$ cat src/rtl/spi_write_sequencer_if.sv
// spi_write_sequencer_if: valid/ready register-write port between the serial sequencer and the register file.
interface spi_write_sequencer_if #(
   parameter int ADDR_WIDTH = 8,
   parameter int DATA_WIDTH = 32
);
   logic [ADDR_WIDTH-1:0] wr_addr;
   logic [DATA_WIDTH-1:0] wr_data;
   logic                  wr_valid;
   logic                  wr_ready;
   modport master (output wr_addr, wr_data, wr_valid, input wr_ready);
   modport slave  (input wr_addr, wr_data, wr_valid, output wr_ready);
endinterface

$ cat src/rtl/spi_write_sequencer.sv
// spi_write_sequencer: deserializes 3-wire MCU frames (address header + auto-incrementing words) into valid/ready writes.
// Optional saturating abort/overflow counters are enabled with SPI_STATUS_COUNTERS_EN.
module spi_write_sequencer #(
   parameter int DATA_WIDTH  = 32,
   parameter int ADDR_WIDTH  = 8,
   parameter int SYNC_STAGES = 2
) (
   input  logic clk,
   input  logic rstn,
   input  logic sclk_in,
   input  logic mosi_in,
   input  logic csn_in,
   input  logic clr_status,
   spi_write_sequencer_if.master wr,
   output logic busy,
   output logic abort_pulse,
   output logic overflow
`ifdef SPI_STATUS_COUNTERS_EN
   ,
   output logic [7:0] abort_count,
   output logic [7:0] overflow_count
`endif
);
   localparam int MW = DATA_WIDTH > ADDR_WIDTH ? DATA_WIDTH : ADDR_WIDTH;
   localparam int CW = $clog2(MW);
   typedef enum logic [1:0] {IDLE, ADDR, DATA} state_t;
   state_t                r_state, w_state_nx;
   logic [SYNC_STAGES-1:0] r_sclk_s, r_mosi_s, r_csn_s, r_fill;
   logic                  r_sclk_q, r_csn_q, r_armed;
   logic                  w_sclk, w_mosi, w_csn, w_sclk_rise, w_csn_fall, w_csn_rise;
   logic [CW-1:0]         r_cnt;
   logic [DATA_WIDTH-1:0] r_shift, w_shift_nx, r_data;
   logic [ADDR_WIDTH-1:0] r_ptr, r_addr;
   logic                  r_valid, r_abort, r_ovf;
   logic                  w_sample, w_last, w_hdr_done, w_word_done, w_abort, w_load, w_drop;
   assign w_sclk      = r_sclk_s[SYNC_STAGES-1];
   assign w_mosi      = r_mosi_s[SYNC_STAGES-1];
   assign w_csn       = r_csn_s[SYNC_STAGES-1];
   assign w_sclk_rise = w_sclk & ~r_sclk_q;
   assign w_csn_rise  = w_csn & ~r_csn_q;
   // a frame needs a genuinely observed high csn first, so csn held low through reset never starts one
   assign w_csn_fall  = ~w_csn & r_csn_q & r_armed;
   always_ff @(posedge clk) begin
      if (!rstn) begin
         r_sclk_s <= '0;
         r_mosi_s <= '0;
         r_csn_s  <= '1;
         r_fill   <= '0;
         r_sclk_q <= 1'b0;
         r_csn_q  <= 1'b1;
         r_armed  <= 1'b0;
      end else begin
         r_sclk_s <= {r_sclk_s[SYNC_STAGES-2:0], sclk_in};
         r_mosi_s <= {r_mosi_s[SYNC_STAGES-2:0], mosi_in};
         r_csn_s  <= {r_csn_s[SYNC_STAGES-2:0], csn_in};
         r_fill   <= {r_fill[SYNC_STAGES-2:0], 1'b1};
         r_sclk_q <= w_sclk;
         r_csn_q  <= w_csn;
         r_armed  <= r_armed | (r_fill[SYNC_STAGES-1] & w_csn);
      end
   end
   always_ff @(posedge clk) begin
      r_state <= !rstn ? IDLE : w_state_nx;
   end
   always_comb begin
      w_state_nx = r_state;
      if (r_state == IDLE) w_state_nx = w_csn_fall ? ADDR : IDLE;
      else if (w_csn_rise) w_state_nx = IDLE;
      else if (w_hdr_done) w_state_nx = DATA;
   end
   always_comb begin
      busy        = r_state != IDLE;
      w_sample    = w_sclk_rise && r_state != IDLE;
      w_last      = r_state == ADDR ? r_cnt == CW'(ADDR_WIDTH - 1) : r_cnt == CW'(DATA_WIDTH - 1);
      w_hdr_done  = w_sample && r_state == ADDR && w_last;
      w_word_done = w_sample && r_state == DATA && w_last;
      // a last bit landing with the csn rise still completes its word, so it is not an abort
      w_abort     = w_csn_rise && r_state != IDLE && (w_sample ? !w_last : r_cnt != '0);
      w_load      = w_word_done && (!r_valid || wr.wr_ready);
      w_drop      = w_word_done && r_valid && !wr.wr_ready;
      w_shift_nx  = {r_shift[DATA_WIDTH-2:0], w_mosi};
   end
   always_ff @(posedge clk) begin
      if (!rstn) begin
         r_cnt   <= '0;
         r_shift <= '0;
         r_ptr   <= '0;
         r_addr  <= '0;
         r_data  <= '0;
         r_valid <= 1'b0;
         r_abort <= 1'b0;
         r_ovf   <= 1'b0;
      end else begin
         r_cnt   <= (r_state == IDLE || w_csn_rise) ? '0 : w_sample ? (w_last ? '0 : r_cnt + 1'b1) : r_cnt;
         if (w_sample) r_shift <= w_shift_nx;
         r_ptr   <= w_hdr_done ? w_shift_nx[ADDR_WIDTH-1:0] : w_word_done ? r_ptr + 1'b1 : r_ptr;
         r_valid <= w_load | (r_valid & ~wr.wr_ready);
         if (w_load) begin
            r_addr <= r_ptr;
            r_data <= w_shift_nx;
         end
         r_abort <= w_abort;
         r_ovf   <= w_drop | (r_ovf & ~clr_status);
      end
   end
   assign wr.wr_addr  = r_addr;
   assign wr.wr_data  = r_data;
   assign wr.wr_valid = r_valid;
   assign abort_pulse = r_abort;
   assign overflow    = r_ovf;
`ifdef SPI_STATUS_COUNTERS_EN
   logic [7:0] r_abort_cnt, r_ovf_cnt;
   always_ff @(posedge clk) begin
      if (!rstn) begin
         r_abort_cnt <= '0;
         r_ovf_cnt   <= '0;
      end else begin
         r_abort_cnt <= clr_status ? {7'd0, w_abort} : (w_abort && r_abort_cnt != 8'hFF) ? r_abort_cnt + 1'b1 : r_abort_cnt;
         r_ovf_cnt   <= clr_status ? {7'd0, w_drop} : (w_drop && r_ovf_cnt != 8'hFF) ? r_ovf_cnt + 1'b1 : r_ovf_cnt;
      end
   end
   assign abort_count    = r_abort_cnt;
   assign overflow_count = r_ovf_cnt;
`endif
endmodule

$ cat src/flat_wrapper.sv
// flat-port wrapper written by rule: the top's interface ports become plain ports
module spi_write_sequencer_flat 
#(
   parameter int DATA_WIDTH  = 32,
   parameter int ADDR_WIDTH  = 8,
   parameter int SYNC_STAGES = 2
)
  (clk, rstn, sclk_in, mosi_in, csn_in, clr_status, busy, abort_pulse, overflow, wr_wr_addr, wr_wr_data, wr_wr_valid, wr_wr_ready);
  spi_write_sequencer_if #(.ADDR_WIDTH(ADDR_WIDTH), .DATA_WIDTH(DATA_WIDTH)) wr_i ();
  input  logic clk;
  input  logic rstn;
  input  logic sclk_in;
  input  logic mosi_in;
  input  logic csn_in;
  input  logic clr_status;
  output logic busy;
  output logic abort_pulse;
  output logic overflow;
  output wire logic [$bits(wr_i.wr_addr)-1:0] wr_wr_addr;
  output wire logic [$bits(wr_i.wr_data)-1:0] wr_wr_data;
  output wire logic [$bits(wr_i.wr_valid)-1:0] wr_wr_valid;
  input wire logic [$bits(wr_i.wr_ready)-1:0] wr_wr_ready;
  assign wr_wr_addr = wr_i.wr_addr;
  assign wr_wr_data = wr_i.wr_data;
  assign wr_wr_valid = wr_i.wr_valid;
  assign wr_i.wr_ready = wr_wr_ready;
  spi_write_sequencer #(.DATA_WIDTH(DATA_WIDTH), .ADDR_WIDTH(ADDR_WIDTH), .SYNC_STAGES(SYNC_STAGES)) u_core (.clk(clk), .rstn(rstn), .sclk_in(sclk_in), .mosi_in(mosi_in), .csn_in(csn_in), .clr_status(clr_status), .wr(wr_i), .busy(busy), .abort_pulse(abort_pulse), .overflow(overflow));
endmodule
$ cat config.mk
export PLATFORM = sky130hd
export DESIGN_NAME = spi_write_sequencer_flat
export DESIGN_NICKNAME = d
export VERILOG_FILES = /design/src/rtl/spi_write_sequencer_if.sv /design/src/rtl/spi_write_sequencer.sv /design/src/flat_wrapper.sv
export SDC_FILE = /design/constraint.sdc
export NUM_CORES = 1
export LEC_CHECK = 0
export CORE_ASPECT_RATIO = 0.7
export CORE_MARGIN = 2
export CORE_UTILIZATION = 35
export DETAILED_ROUTE_END_ITERATION = 12
export GPL_ROUTABILITY_DRIVEN = 0
export SLEW_MARGIN = 0
export SYNTH_ARGS = -nofsm -noshare
export SYNTH_HDL_FRONTEND = slang
export SYNTH_SLANG_ARGS = --single-unit
export TNS_END_PERCENT = 10
$ cat constraint.sdc
create_clock -name clk -period 4.2 [get_ports clk]
set_input_delay 0.42 -clock clk [delete_from_list [all_inputs] [get_ports clk]]
set_output_delay 0.42 -clock clk [all_outputs]
set_load 0.05 [all_outputs]
Word-level counts from Yosys, hierarchy flattened
Index checks and enable logic that the tools add are counted.
- bits in latches: 0
- flip-flop bits (word level): 100
- memory bits (writable): 0
- bits of input ports: 7
- ROM bits: 0
- memories: 0
- logic and storage cells: 70
- output and inout port bits: 44
- magnitude comparators: 0
- mux-type cells: 10
- div/mod/pow operators: 0
- bitwise logic cells: 16
- multipliers: 0
- shift operators: 0
- add/sub/neg operators: 2
- eq/ne operators: 4
- reductions and logical operators: 21
- operators by type and width (kind ; number):
    $mux W8 ; 2
    $logic_and A1 B1 Y1 ; 10
    $add A8 B1 Y8 const B ; 1
    $and A1 B1 Y1 ; 7
    $mux W2 ; 3
    $not A1 Y1 ; 6
    $add A5 B1 Y5 const B ; 1
    $eq A5 B3 Y1 const B ; 1
    $eq A5 B5 Y1 const B ; 1
    $mux W5 ; 1
    $reduce_bool A5 Y1 ; 1
    $mux W1 ; 4
    $reduce_bool A2 Y1 ; 2
    $logic_not A1 Y1 ; 3
    $or A1 B1 Y1 ; 3
    $reduce_bool A3 Y1 ; 1
    $eq A2 B1 Y1 const B ; 1
    $eq A2 B2 Y1 const B ; 1
    $logic_not A2 Y1 ; 1
    $logic_or A1 B1 Y1 ; 2
    $reduce_or A2 Y1 ; 1

Longest topological paths before layout
- word-level depth: 8
- depth in mapped cells: 7
- mapped depth without buffers: 5

Worst setup path after synthesis
No wires, ideal clock.
- path type: register -> register
- from: register u_core.r_valid (netlist: u_core.wr.wr_valid)
- to: register u_core.r_addr[0] (netlist: u_core.wr.wr_addr[0])
- setup time: 0.070 ns
- buffers on the path: 2
- stages on the path, launching flop included: 7
- data arrival time: 1.620 ns
- slack: 2.510 ns
- path through: dfxtp_1 nor2b_1 or3_1 clkbuf_1 clkbuf_1 nand2_1 a21oi_1
- longest elaborated chain between the ends: 3
- RTL lines (element ; RTL line ; RTL):
    start, declared ; spi_write_sequencer.sv:34 ; logic r_valid, r_abort, r_ovf;
    start signal, assigned ; spi_write_sequencer.sv:97 ; r_valid <= w_load | (r_valid & ~wr.wr_ready);
    $logic_not A1 Y1 ; spi_write_sequencer.sv:79 ; w_load = w_word_done && (!r_valid || wr.wr_ready);
    $logic_or A1 B1 Y1 ; spi_write_sequencer.sv:79 ;
    $logic_and A1 B1 Y1 ; spi_write_sequencer.sv:79 ;
    end signal, assigned ; spi_write_sequencer.sv:99 ; r_addr <= r_ptr;
    end, declared ; spi_write_sequencer.sv:33 ; logic [ADDR_WIDTH-1:0] r_ptr, r_addr;
Every way passes these cells.
A chain may end at the register's enable or synchronous reset.

Worst setup path in the final report
- from: register u_core.r_state[1]
- to: output port busy
- longest elaborated chain between the ends: 1
- RTL lines (element ; RTL line ; RTL):
    start, declared ; spi_write_sequencer.sv:27 ; state_t r_state, w_state_nx;
    start signal, assigned ; spi_write_sequencer.sv:63 ; r_state <= !rstn ? IDLE : w_state_nx;
    $reduce_bool A2 Y1 ; spi_write_sequencer.sv:72 ; busy = r_state != IDLE;
    end, declared ; flat_wrapper.sv:16 ; output logic busy;
Every way passes these cells.

==> summary.txt <==
Detailed routing
  – DR vias/cell: 4.98
  – Drt total wl: 8370 um
  – First drt pass iteration count: 5
  – Initial DRC Count: roughly 260
  – DR vias: 3,141
  – ANT nets after route: 0
  – Post-DR wirelength/cell: 13.3 um
  – Drt drc: 0

Worst setup path
  – WP data arrival: 1900 ps
  – Critical path class: register to output port
  – Worst Path Max Fanout: 7
  – Required @ worst endpoint: 3780 ps
  – CP startpoint kind: register
  – CP Capture Type: output port

STA
  – TNS Setup: 0 ps
  – Fmax: ~0.43 GHz
  – Least-Margin Pin Slew: 1180 ps
  – Worst relative slew slack: between 20% and 30%
  – Slew Limit Fails: 0
  – Clock Skews: ~10 ps
  – Post-route clock period utilization: 55.3%
  – RSZ-0062 raised after global routing: no
  – Final Hold Fails: 0
  – Min cycle time layout: 2320 ps
  – Final worst slack: 1880 ps
  – Final setup viols: 0

Floorplanning
  – Core area: about 10,000 sq um
  – Initial cell density of the core: 35.7%
  – Die Span X: roughly 130 um
  – Die footprint: 11,300 sq um
  – Boundary Pins: 51
  – Row count: 31
  – Die Height: 89.7 um

Synthesis
  – Mean Syn Cell Area: between 8 and 9 sq um
  – Post-synth EDFFs: 0
  – Largest cells by area after synthesis: dfxtp_1, nand2_1, a21oi_1
  – Mux share of post-synthesis cell area: 0%
  – Largest family of logic cells by synthesized area: simple AND/OR/NAND/NOR gates
  – Gate Count Post-Synth: between 400 and 500
  – Area share of the largest cell type after synthesis: 54.6%
  – Ys flop type: dfxtp_1
  – Synth cell count leaders: nand2_1, dfxtp_1, a21oi_1, clkbuf_1, nor2_1
  – Top-count cell post-synth: nand2_1
  – Simple-Gate Fraction of Synth Area: 25.0%
  – Warnings, synthesis: 0
  – Sequential-to-total area share from yosys stat: between 50% and 60%
  – Yosys reg bits: 100
  – Synthesized Nets: 464
  – Xor/xnor share of the synthesized area: approximately 1.2%
  – Unique masters post-synth: 40
  – Post-Synth Adder-Cell Area: 1.02%
  – Yosys top cell by area: dfxtp_1
  – Mapped Area: 3670 sq um
  – Asr flop ratio synth: 0%
  – Compound-Gate Fraction of Synth Area: 14.8%

Place
  – Area of placed instances: 4280 sq um
  – Port Buffers: 50
  – Worst slack at placement: 2000 ps
  – HPWL after detailed placement: 5440 um

Clocking
  – Clk root buf: clkbuf_16
  – Hold Buf Count CTS: 0
  – Htree depth: 3
  – CTS tree: yes
  – Num CTS Buffers: 9
  – CTS clk-pin slew, worst paths: 70 ps
  – # Post-CTS Setup Buffers: 0
  – CTS sink cnt: 100
  – Clock Latency Late Sink: 340 ps
  – CTS Buffer Depth: 2
  – Post-CTS Resized: 0

Global route
  – Vias in the first global route: 2,863
  – First-pass GRT wire length: 13,800 um
  – GRT Util Overall: between 10% and 20%
  – Largest net degree at the start of global routing: 45
  – Gr ovfl total: 0
  – Initial antenna violation count: 0

Pwr
  – Combinational share of power: 1.8%
  – Net switching power: 0.368 mW
  – Static Leak: roughly 1.5 nW
  – Int Pwr: 1.46 mW
  – Clk pwr share: 45.8%
  – Sequential fraction of design power: 52.4%
  – PwrDens: around 400 nW/um^2
  – Net Sw Frac: 20.1%
  – Peak supply drop: 0.000201 V
  – Total power: 1.83 mW

Cells and area
  – Filler Cells Inserted: 1,001
  – Layout cells sized above 1: 5.01%
  – Fin nets: ~500
  – Ant. Diodes: 0
  – Layout Cell Area excl Fill: 4580 sq um
  – Layout overhead on the synthesized area: 25.0%

Min path
  – Worst Hold Class: register to register

Run status
  – Status: finished, final reports clean

Run
  – Max-cap viol count: 0
-- worst max-delay path, stage by stage (launching register included) --
cell and delay (ps):
dfxtp_1 420, nor2_1 120, inv_1 170, clkdlybuf4s50_1 840
-- final timing paths --
check | slack, ps | cells after the start | start | to
min | 410 | 1 | u_core.r_csn_s[0] | u_core.r_csn_s[1]
max reg2reg | 2010 | 4 | u_core.r_state[1] | u_core.abort_pulse
max | 1880 | 3 | u_core.r_state[1] | busy
min reg2reg | 410 | 1 | u_core.r_csn_s[0] | u_core.r_csn_s[1]
-- power groups by stage --
stage | combinational [mW] | sequential, mW | clock [mW]
floorplan | 0.0210 | 0.978 | 0
global placement | 0.0324 | 0.979 | 0
detailed placement | 0.0327 | 0.979 | 0
CTS | 0.0330 | 0.957 | 0.857
global route | 0.0362 | 0.958 | 0.889
finish | 0.0325 | 0.958 | 0.838
-- layout make-up --
class / count / area [sq um] / area share [%]
clock buffer: 13 / 260 / 5.68
clock inverter: 3 / 45.0 / 0.983
inverter: 5 / 18.8 / 0.409
multi-input combinational: 322 / 1550 / 33.8
sequential: 100 / 2000 / 43.7
tap: 132 / 165 / 3.60
timing repair buffer: 56 / 546 / 11.9
-- state kept, by name (all words and copies together), names as in the netlist --
name,count
u_core.wr.wr_data,32
u_core.r_mosi_s,2
u_core.r_state,2
u_core.r_armed,1
u_core.abort_pulse,1
u_core.overflow,1
u_core.r_sclk_s,2
u_core.r_fill,2
u_core.r_csn_s,2
u_core.wr.wr_valid,1
u_core.r_csn_q,1
u_core.r_sclk_q,1
u_core.wr.wr_addr,8
u_core.r_cnt,5
u_core.r_shift,31
u_core.r_ptr,8
-- layout by cell type (no fill, tap or decap), types with 2 or more instances in the layout --
cell,netlist,final
nand2_1,159,159
o22ai_1,5,5
clkbuf_16,0,9
nor2b_1,3,3
clkinvlp_4,0,2
inv_1,4,4
nor2_1,18,17
xnor2_1,3,3
a21oi_1,78,78
o21ai_0,2,2
nor3_1,5,4
and2_1,6,6
nand4b_1,2,2
clkbuf_1,22,2
nand3_1,6,6
nor4b_1,3,3
clkbuf_8,0,2
a31oi_1,2,2
nand2b_1,5,5
buf_4,0,6
ha_1,3,3
dfxtp_1,100,100
xor2_1,2,2
clkdlybuf4s50_1,0,50
and4b_1,2,2
-- cell families (layout without fill, tap and decap cells) --
kind of cell             after synthesis  after routing
AO/OA/AOI/OAI                         99             99
XOR/XNOR                               5              5
adder cells (fa/ha/maj)                3              3
buffers and inverters                 32             77
flip-flops                           100            100
AND/OR/NAND/NOR                      215            215
-- layer usage --
metal / vias up / global-route usage (%) / routed length (um)
met3: 9 / 4.32 / 524
li1: 1585 / - / -
met5: - / 0 / 0
met4: 0 / 4.30 / 97
met2: 97 / 21.9 / 3340
met1: 1450 / 22.0 / 4400
-- stage by stage --
stage | instances | utilization (%) | hold slack [ps]
2_1_floorplan | 454 | - | 386
3_3_place_gp | 615 | 41.6 | 391
3_5_place_dp | 615 | 41.6 | 398
4_1_cts | 631 | 44.6 | 415
5_1_grt | 631 | 44.6 | 440
6_report | 631 | 44.6 | 413
Note: power is estimated with default switching activity, not from simulation.
